--- config.mk ---
export PLATFORM = sky130hd
export DESIGN_NAME = bank_response_queue
export DESIGN_NICKNAME = d
export VERILOG_FILES = /design/src/rtl/bank_response_queue.sv
export SDC_FILE = /design/constraint.sdc
export NUM_CORES = 1
export LEC_CHECK = 0
export ABC_AREA = 1
export CAP_MARGIN = 20
export CORE_MARGIN = 2
export CORE_UTILIZATION = 55
export CTS_BUF_LIST = sky130_fd_sc_hd__clkbuf_8
export DETAILED_ROUTE_END_ITERATION = 8
export PLACE_DENSITY = 0.75
export SYNTH_ARGS = -nofsm -noshare
export SYNTH_HDL_FRONTEND = slang
export SYNTH_SLANG_ARGS = --single-unit
--- constraint.sdc ---
create_clock -name clk -period 13.9 [get_ports clk]
set_input_delay 4.17 -clock clk [delete_from_list [all_inputs] [get_ports clk]]
set_output_delay 4.17 -clock clk [all_outputs]
set_load 0.05 [all_outputs]
--- src/rtl/bank_response_queue.sv ---
// Per-bank response FIFO: stamps each entry with global_cycle on enqueue, reports queue age on dequeue.
// Entries appear at the head one cycle after the enqueue edge; enq_ready drops only when full, with no bypass or pass-through.
module bank_response_queue #(
  parameter int DEPTH  = 8,
  parameter int ADDR_W = 32,
  parameter int DATA_W = 32,
  parameter int ID_W   = 32
) (
  input  logic                         clk,
  input  logic                         reset,
  input  logic [63:0]                  global_cycle,
  input  logic                         enq_valid,
  output logic                         enq_ready,
  input  logic [ID_W-1:0]              enq_request_id,
  input  logic [ADDR_W-1:0]            enq_addr,
  input  logic [DATA_W-1:0]            enq_data,
  output logic                         deq_valid,
  input  logic                         deq_ready,
  output logic [ID_W-1:0]              deq_request_id,
  output logic [ADDR_W-1:0]            deq_addr,
  output logic [DATA_W-1:0]            deq_data,
  output logic [31:0]                  deq_latency,
  output logic                         resp_fire,
  output logic [$clog2(DEPTH+1)-1:0]   count,
  output logic [$clog2(DEPTH+1)-1:0]   max_count
);

  localparam int CNT_W = $clog2(DEPTH + 1);
  localparam int PTR_W = $clog2(DEPTH);

  typedef struct packed {
    logic [ID_W-1:0]   id;
    logic [ADDR_W-1:0] addr;
    logic [DATA_W-1:0] data;
    logic [63:0]       stamp;
  } entry_t;

  entry_t            mem [DEPTH];
  entry_t            head_ent;
  logic [PTR_W-1:0]  head;
  logic [PTR_W-1:0]  tail;
  logic [CNT_W-1:0]  count_next;
  logic              enq_fire;
  logic              deq_fire;
  logic [63:0]       age;

  // Pointers wrap explicitly so DEPTH need not be a power of two.
  function automatic logic [PTR_W-1:0] wrap_inc(input logic [PTR_W-1:0] p);
    return (p == PTR_W'(DEPTH - 1)) ? '0 : p + 1'b1;
  endfunction

  assign enq_ready = (count != CNT_W'(DEPTH));
  assign deq_valid = (count != '0);
  assign enq_fire  = enq_valid & enq_ready;
  assign deq_fire  = deq_valid & deq_ready;
  assign resp_fire = deq_fire;

  always_comb begin
    count_next = count;
    case ({enq_fire, deq_fire})
      2'b10:   count_next = count + 1'b1;
      2'b01:   count_next = count - 1'b1;
      default: count_next = count;
    endcase
  end

  always_ff @(posedge clk) begin
    if (!reset) begin
      head      <= '0;
      tail      <= '0;
      count     <= '0;
      max_count <= '0;
    end else begin
      if (enq_fire) tail <= wrap_inc(tail);
      if (deq_fire) head <= wrap_inc(head);
      count <= count_next;
      if (count_next > max_count) max_count <= count_next;
    end
  end

  // Storage needs no reset: every head read is gated by deq_valid.
  always_ff @(posedge clk) begin
    if (enq_fire) begin
      mem[tail] <= '{id: enq_request_id, addr: enq_addr, data: enq_data, stamp: global_cycle};
    end
  end

  assign head_ent = mem[head];
  assign age      = global_cycle - head_ent.stamp;

  always_comb begin
    deq_request_id = '0;
    deq_addr       = '0;
    deq_data       = '0;
    deq_latency    = '0;
    if (deq_valid) begin
      deq_request_id = head_ent.id;
      deq_addr       = head_ent.addr;
      deq_data       = head_ent.data;
      deq_latency    = (|age[63:32]) ? 32'hFFFF_FFFF : age[31:0];
    end
  end

endmodule
==> results by group, run 1 <==
Route
  – Met1 wire length: 58.5 mm
  – Remaining antenna violation count: 0
  – Total Wirelength: 143 mm
  – Met3 wire length: ~12 mm
  – # DRC: 0
  – Routed wire per std cell: 21.0 um
  – Via count: between 30000 and 40000
  – Met2 wire length: between 60 and 70 mm
  – Iteration count of the initial detailed-routing pass: 5
  – Vias/cell: 5.70
  – Uppermost layer routed: met5
  – Initial drt markers: 3996

Worst setup path
  – CP Cell Sequence: clkdlybuf4s50_1, inv_1, ha_1, fa_1, inv_1, nand2_1, nand2_1, and2_1, nand2_1, nand3_2, nand2_1, nand3_1, nand2_1, nor2_1, nand3_1, nor2_1, nand2_2, nor2_8, a21oi_1, clkdlybuf4s50_1
  – RR Endpoint: max_count[0]
  – Reg-to-reg slack, setup: 9660 ps
  – CP Class: input port to primary output
  – CP Launch Type: input port
  – CP peak stage delay: 730 ps
  – Worst setup EP type: primary output
  – Crit path max-delay family: simple AND/OR/NAND/NOR gates
  – Most used cell, CP: nand2_1
  – Worst Path Arrival: roughly 8600 ps
  – Worst Path Max Fanout: 32
  – Worst r2r path cells: 19
  – Slowest cell on crit path: clkdlybuf4s50_1
  – Worst path required time: around 10000 ps
  – RR Startpoint: count[0]
  – CP bufs+invs: 4

Power and ir drop
  – Worst VDD drop: 0.000242 V
  – PwrDens: 233 nW/um^2
  – Leakage: 23.1 nW

STA
  – Final slew viol count: 0
  – Final Setup Violations: 0
  – Fin Setup TNS: 0 ps
  – Worst Tran Pin Value: 1090 ps
  – Final Cycle Share: 91.5%
  – Crit path time final: 12720 ps
  – Fin worst setup slack: between 1000 and 1500 ps
  – RSZ-0062 raised after global routing: no
  – Relative slew slack: 27.2%
  – Upper clock frequency limit: roughly 79 MHz
  – Final Hold Viols: 0
  – Worst Skew: 37.2 ps

Yosys
  – Unique cell type count in the Yosys netlist: 39
  – Post-synth EDFFs: approximately 1300
  – Post-Syn Instances: 5001
  – Mapped Area: 56100 um^2
  – Synth area leaders: edfxtp_1 68%, o21ai_0 7.2%, nor2_1 6.4%, nand2_1 4.3%, inv_1 2.4%
  – Most numerous cell in the Yosys netlist: edfxtp_1
  – Syn_nets: 5244
  – Synth cell count leaders: 1280 x edfxtp_1, 963 x nor2_1, 811 x o21ai_0
  – Async set-reset flop share out of synthesis: 0%
  – Top cell type's share of synthesized area: 68.5%
  – Post-synthesis sequential area ratio: 69.1%
  – Mean Syn Cell Area: 11.2 um^2
  – FF+latch count, synth: 1297
  – Largest area contributor in the netlist: edfxtp_1
  – Ys flop type: edfxtp_1
  – Yosys Warn Count: 0

Placed design
  – Final HPWL DP: 81.3 mm
  – Place WS: 1170 ps
  – Post-Place Cells: approximately 6400
  – Port Buf Inserts: 302
  – GPL Wtd Cong: ~1

CTS
  – Worst-path clk slew: 70 ps
  – Setup Fix Bufs, Post-CTS: 0
  – Hold Buf Count CTS: 0
  – CTS buffer count: around 200
  – H-tree depth: 4
  – PostCTS Resize Cnt: 0
  – Clock root cell: clkbuf_8
  – Clock latency on the worst-skew pair: 860 ps
  – CTS tree: built
  – CTS max path bufs: 3
  – TritonCTS Sinks: 1297

Global routing
  – Total track usage: 27.1%
  – Largest net degree at the start of global routing: about 220
  – Remaining Overflow, GRT: 0
  – First-pass GRT wire length: 216 mm
  – Vias in the first global route: between 30000 and 40000
  – Antenna violations before repair: 24

Finish
  – Area of the multi-input gates: about 15000 um^2
  – Share of layout cells above drive strength 1: 6.95%
  – Register area: 38800 um^2
  – Non-Filler Instances: 6812
  – Final Net Count: 5528
  – Area growth from synthesis to layout: 14.0%
  – FILL cells: just under 8000

Min path
  – Worst Hold Class: register to register
  – Hold path endpoint: max_count[2]
  – WHS Path Cells: 2
  – Hold Startpoint: max_count[2]

Floorplan
  – Die height: 323 um
  – Die Area: 105000 um^2
  – DIE WIDTH: around 320 um
  – Core region area: 101000 um^2
  – Initial Util: 55.3%
  – Num rows: 117
  – I/O pins: 303

Flow run
  – Max-cap violations: 0

Status
  – Status: finished clean
report_power, final:
group / switching (W) / total (W) / internal (W)
Combinational: 0.00524 / 0.00734 / 0.00210
Clock: 0.00144 / 0.00289 / 0.00145
Sequential: 0.000108 / 0.00467 / 0.00456
Total: 0.00678 / 0.0149 / 0.00811
cells by family after synthesis:
kind of cell    count (synthesis)  synth area share [%]
flops                        1297                  69.1
simple gates                 1741                  12.2
xor+xnor                       35                 0.546
compound gates               1217                  12.1
buf+inv                       632                  4.33
fa+ha+maj                      79                  1.79
per-stage QoR:
step / util, % / area (um^2) / hold slack [ps] / power [W]
after detailed placement: 59.5 / 60400 / 489 / 0.0120
after floorplan: - / 56100 / 482 / 0.00962
after global routing: 63.1 / 64000 / 519 / 0.0157
after global placement: 59.5 / 60400 / 484 / 0.0120
after CTS: 63.1 / 64000 / 498 / 0.0149
final: 63.1 / 64000 / 500 / 0.0149
worst max path at each step:
stage | from | slack (ps) | to | cells after the start
global route | global_cycle[0] | 810 | deq_latency[0] | 22
detailed placement | global_cycle[0] | 1170 | deq_latency[0] | 22
global placement | global_cycle[0] | 1310 | deq_latency[0] | 22
floorplan | enq_valid | 2080 | mem[1][0] | 4
finish | global_cycle[0] | 1180 | deq_latency[0] | 20
CTS | global_cycle[0] | 1170 | deq_latency[0] | 22
registers in the layout, indices dropped and copies added, names as in the netlist, named ones only:
| name | count |
|---|---|
| count | 4 |
| head | 3 |
| max_count | 4 |
| mem | 1280 |
| tail | 3 |
per-layer routing:
| layer | up-vias | global-route usage (%) |
|---|---|---|
| met5 | - | 0 |
| met2 | 1423 | 44.1 |
| met1 | 18820 | 35.5 |
| li1 | 18257 | - |
| met3 | 268 | 6.46 |
| met4 | 30 | 10.2 |
worst min-delay path: cells and delay by family, from the launching register on:
family | cells | cell delay (ps)
DFF | 1 | 310
AOI/OAI and AO/OA | 1 | 70
buffers and inverters | 1 | 70
cell usage in the layout, fill, tap and decap left out, types with 47 or more instances in the layout:
cell type / n
a21oi_1: 54
a31oi_1: 97
clkbuf_8: 202
clkdlybuf4s50_1: 302
clkinv_1: 47
edfxtp_1: 1280
ha_1: 77
inv_1: 427
nand2_1: 638
nand3_1: 62
nor2_1: 955
o21ai_0: 811
o221ai_1: 61
o22ai_1: 160
final cells by class:
class,instances,share of cell area [%]
flip-flops and latches,1297,60.6
repair buffers,344,5.41
well taps,1368,2.67
clock inverters,152,1.31
inverters,368,2.19
diodes,9,0.0352
clock buffers,202,4.34
multi-input cells,3072,23.4
Power figures use the tool's default switching activity.
==> run 2: changes to the inputs <==
SLEW_MARGIN = 20   (was default)
==> results by group, run 2 (same netlist as run 1, synthesis figures left out) <==
STA
  – Relative slew slack: 25.9% (-1.3 points)
  – RSZ-0062 raised after global routing: no
  – Crit path time final: 12740 ps (+15.3 ps)
  – Final slew viol count: 0 (unchanged)
  – WHS: 498 ps (-1.37 ps)
  – Worst Tran Pin Value: 1110 ps (+19.9 ps)
  – Final Cycle Share: 91.6% (+0.11 points)
  – Final Setup Violations: 0 (unchanged)
  – Fin Setup TNS: 0 ps (unchanged)
  – Upper clock frequency limit: 78.5 MHz (-0.12%)
  – Worst Skew: 22.6 ps (-14.6 ps)
  – Final Hold Viols: 0 (unchanged)

Global routing
  – Antenna violations before repair: 24 (unchanged)
  – Largest net degree at the start of global routing: 217 (unchanged)
  – Total track usage: 27.2% (+0.058 points)
  – First-pass GRT wire length: 216 mm (+0.20%)
  – Vias in the first global route: 37535 (+0.18%)
  – Remaining Overflow, GRT: 0 (unchanged)

Power and ir drop
  – Leakage: 23.1 nW (-0.17%)
  – Worst VDD drop: 0.000228 V (-5.8%)
  – PwrDens: 233 nW/um^2 (about the same)

Finish
  – Final Net Count: 5527 (-0.018%)
  – Share of layout cells above drive strength 1: 6.82% (-0.13 points)
  – Most flops, register: mem
  – Largest registers: mem: 1280 flops, count: 4 flops, max_count: 4 flops
  – Non-Filler Instances: 6817 (+0.073%)
  – Commonest non-fill, non-tap cell in the layout: edfxtp_1
  – Max reg flops: 1280 (unchanged)
  – Commonest cells after routing, fill and taps aside: 1280 x edfxtp_1, 955 x nor2_1, 811 x o21ai_0, 638 x nand2_1, 421 x inv_1
  – Area growth from synthesis to layout: 14.0% (about the same)

Flow run
  – Max-cap violations: 0 (unchanged)

Floorplan
  – DIE WIDTH: 323 um (unchanged)
  – Die height: 323 um (unchanged)
  – Core region area: 101000 um^2 (unchanged)
  – Num rows: 117 (unchanged)
  – Die Area: 105000 um^2 (unchanged)
  – I/O pins: 303 (unchanged)
  – Initial Util: 55.3% (unchanged)

Worst setup path
  – Slowest cell on crit path: clkdlybuf4s50_1
  – CP Launch Type: input port
  – Crit path max-delay family: simple AND/OR/NAND/NOR gates
  – Most used cell, CP: nand2_1
  – Worst setup EP type: primary output
  – Worst path required time: 9730 ps (about the same)
  – CP peak stage delay: 740 ps (about the same)
  – Worst Path Arrival: 8570 ps (+20 ps)
  – Worst Path Max Fanout: 32 (unchanged)
  – CP Class: input port to primary output
  – CP bufs+invs: 4 (unchanged)
  – CP Cell Sequence: clkdlybuf4s50_1, inv_1, ha_1, fa_1, inv_1, nand2_1, nand2_1, nand3_1, nand2_2, nand2_1, nand3_2, nand2_1, nand4_1, nand2_1, nor2_1, nand2_1, nor2_2, nand2_2, nor2_8, a21oi_1, clkdlybuf4s50_1

Placed design
  – GPL Wtd Cong: 1.02 (unchanged)
  – Port Buf Inserts: 302 (unchanged)
  – Final HPWL DP: 81.6 mm (+0.32%)
  – Post-Place Cells: 6450 (+0.016%)

Status
  – Status: finished clean

Route
  – Total Wirelength: 144 mm (+0.39%)
  – Via count: 38903 (+0.27%)
  – Remaining antenna violation count: 0 (unchanged)
  – # DRC: 0 (unchanged)
  – Iteration count of the initial detailed-routing pass: 8 (+3)
  – Routed wire per std cell: 21.1 um (+0.31%)
  – Vias/cell: 5.71 (+0.20%)
  – Initial drt markers: 4011 (+0.38%)

CTS
  – CTS buffer count: 200 (-0.99%)
  – Worst-path clk slew: 60 ps (about the same)
  – PostCTS Resize Cnt: 0 (unchanged)
  – Hold Buf Count CTS: 0 (unchanged)
  – Clock latency on the worst-skew pair: 880 ps (+20 ps)
  – CTS max path bufs: 3 (unchanged)
  – CTS tree: built
  – H-tree depth: 4 (unchanged)
  – Clock root cell: clkbuf_8
  – Setup Fix Bufs, Post-CTS: 0 (unchanged)
  – TritonCTS Sinks: 1297 (unchanged)

Min path
  – Worst Hold Class: register to register
run 2: cell types whose count changed in the layout (fill, tap and decap cells not counted), moves of 2 or more:
cell | before | now
clkinv_1 | 47 | 64
inv_1 | 427 | 421
inv_6 | 7 | 3
inv_8 | 2 | 5
buf_16 | 0 | 2
bufinv_16 | 5 | 3
clkbuf_8 | 202 | 200
clkinv_2 | 17 | 15
inv_16 | 0 | 2
run 2: cell type report:
class / instances / area (um^2)
clock buffer: 200 / 2750
inverter: 368 / 1400
clock inverter: 157 / 805
tap: 1368 / 1710
sequential: 1297 / 38800
antenna: 10 / 25.0
fill: 7783 / 37500
multi-input combinational: 3072 / 15000
timing repair buffer: 345 / 3500
run 2: final timing paths:
path | startpoint | to | slack (ps) | cells after the start
setup / recovery | global_cycle[0] | deq_latency[0] | 1160 | 21
hold / removal | max_count[2] | max_count[2] | 500 | 2
setup reg to reg | count[0] | max_count[0] | 9670 | 19
hold reg to reg | max_count[2] | max_count[2] | 500 | 2
run 2: routing by layer:
layer | vias to the layer above | track usage (%) | share of wire (%)
met5 | - | 0 | 0.14
met4 | 30 | 9.74 | 2.6
met3 | 282 | 6.67 | 8.8
met2 | 1534 | 44.3 | 48
met1 | 18795 | 35.6 | 40
li1 | 18262 | - | -
run 2: metrics by stage:
stage	power [W]	setup slack, ps	utilization [%]	instance area (um^2)
floorplan	0.00962	2080	-	56100
global placement	0.0120	1310	59.5	60400
detailed placement	0.0120	1170	59.5	60400
CTS	0.0149	1170	63.1	64000
global route	0.0157	838	63.1	64000
finish	0.0149	1160	63.1	64000
run 2: power breakdown:
group          total [W]  internal (W)  switching (W)
sequential       0.00467       0.00456       0.000108
clock            0.00285       0.00140        0.00145
combinational    0.00736       0.00211        0.00526
run 2: worst reg2reg max path, cell delays in order, from the launching register on:
cell     delay [ps]
dfxtp_1         370
nor2_1          230
nand3_4         640
nand2_1         330
inv_1           160
ha_1            300
ha_1            290
a21o_1          150
a21oi_1         110
inv_1            60
o21ai_0         210
xor2_1          250
inv_1            70
ha_1            320
nand2_1          70
o21ai_0         150
nand2_1         100
inv_1           150
o21ai_0          90
a21oi_1         130
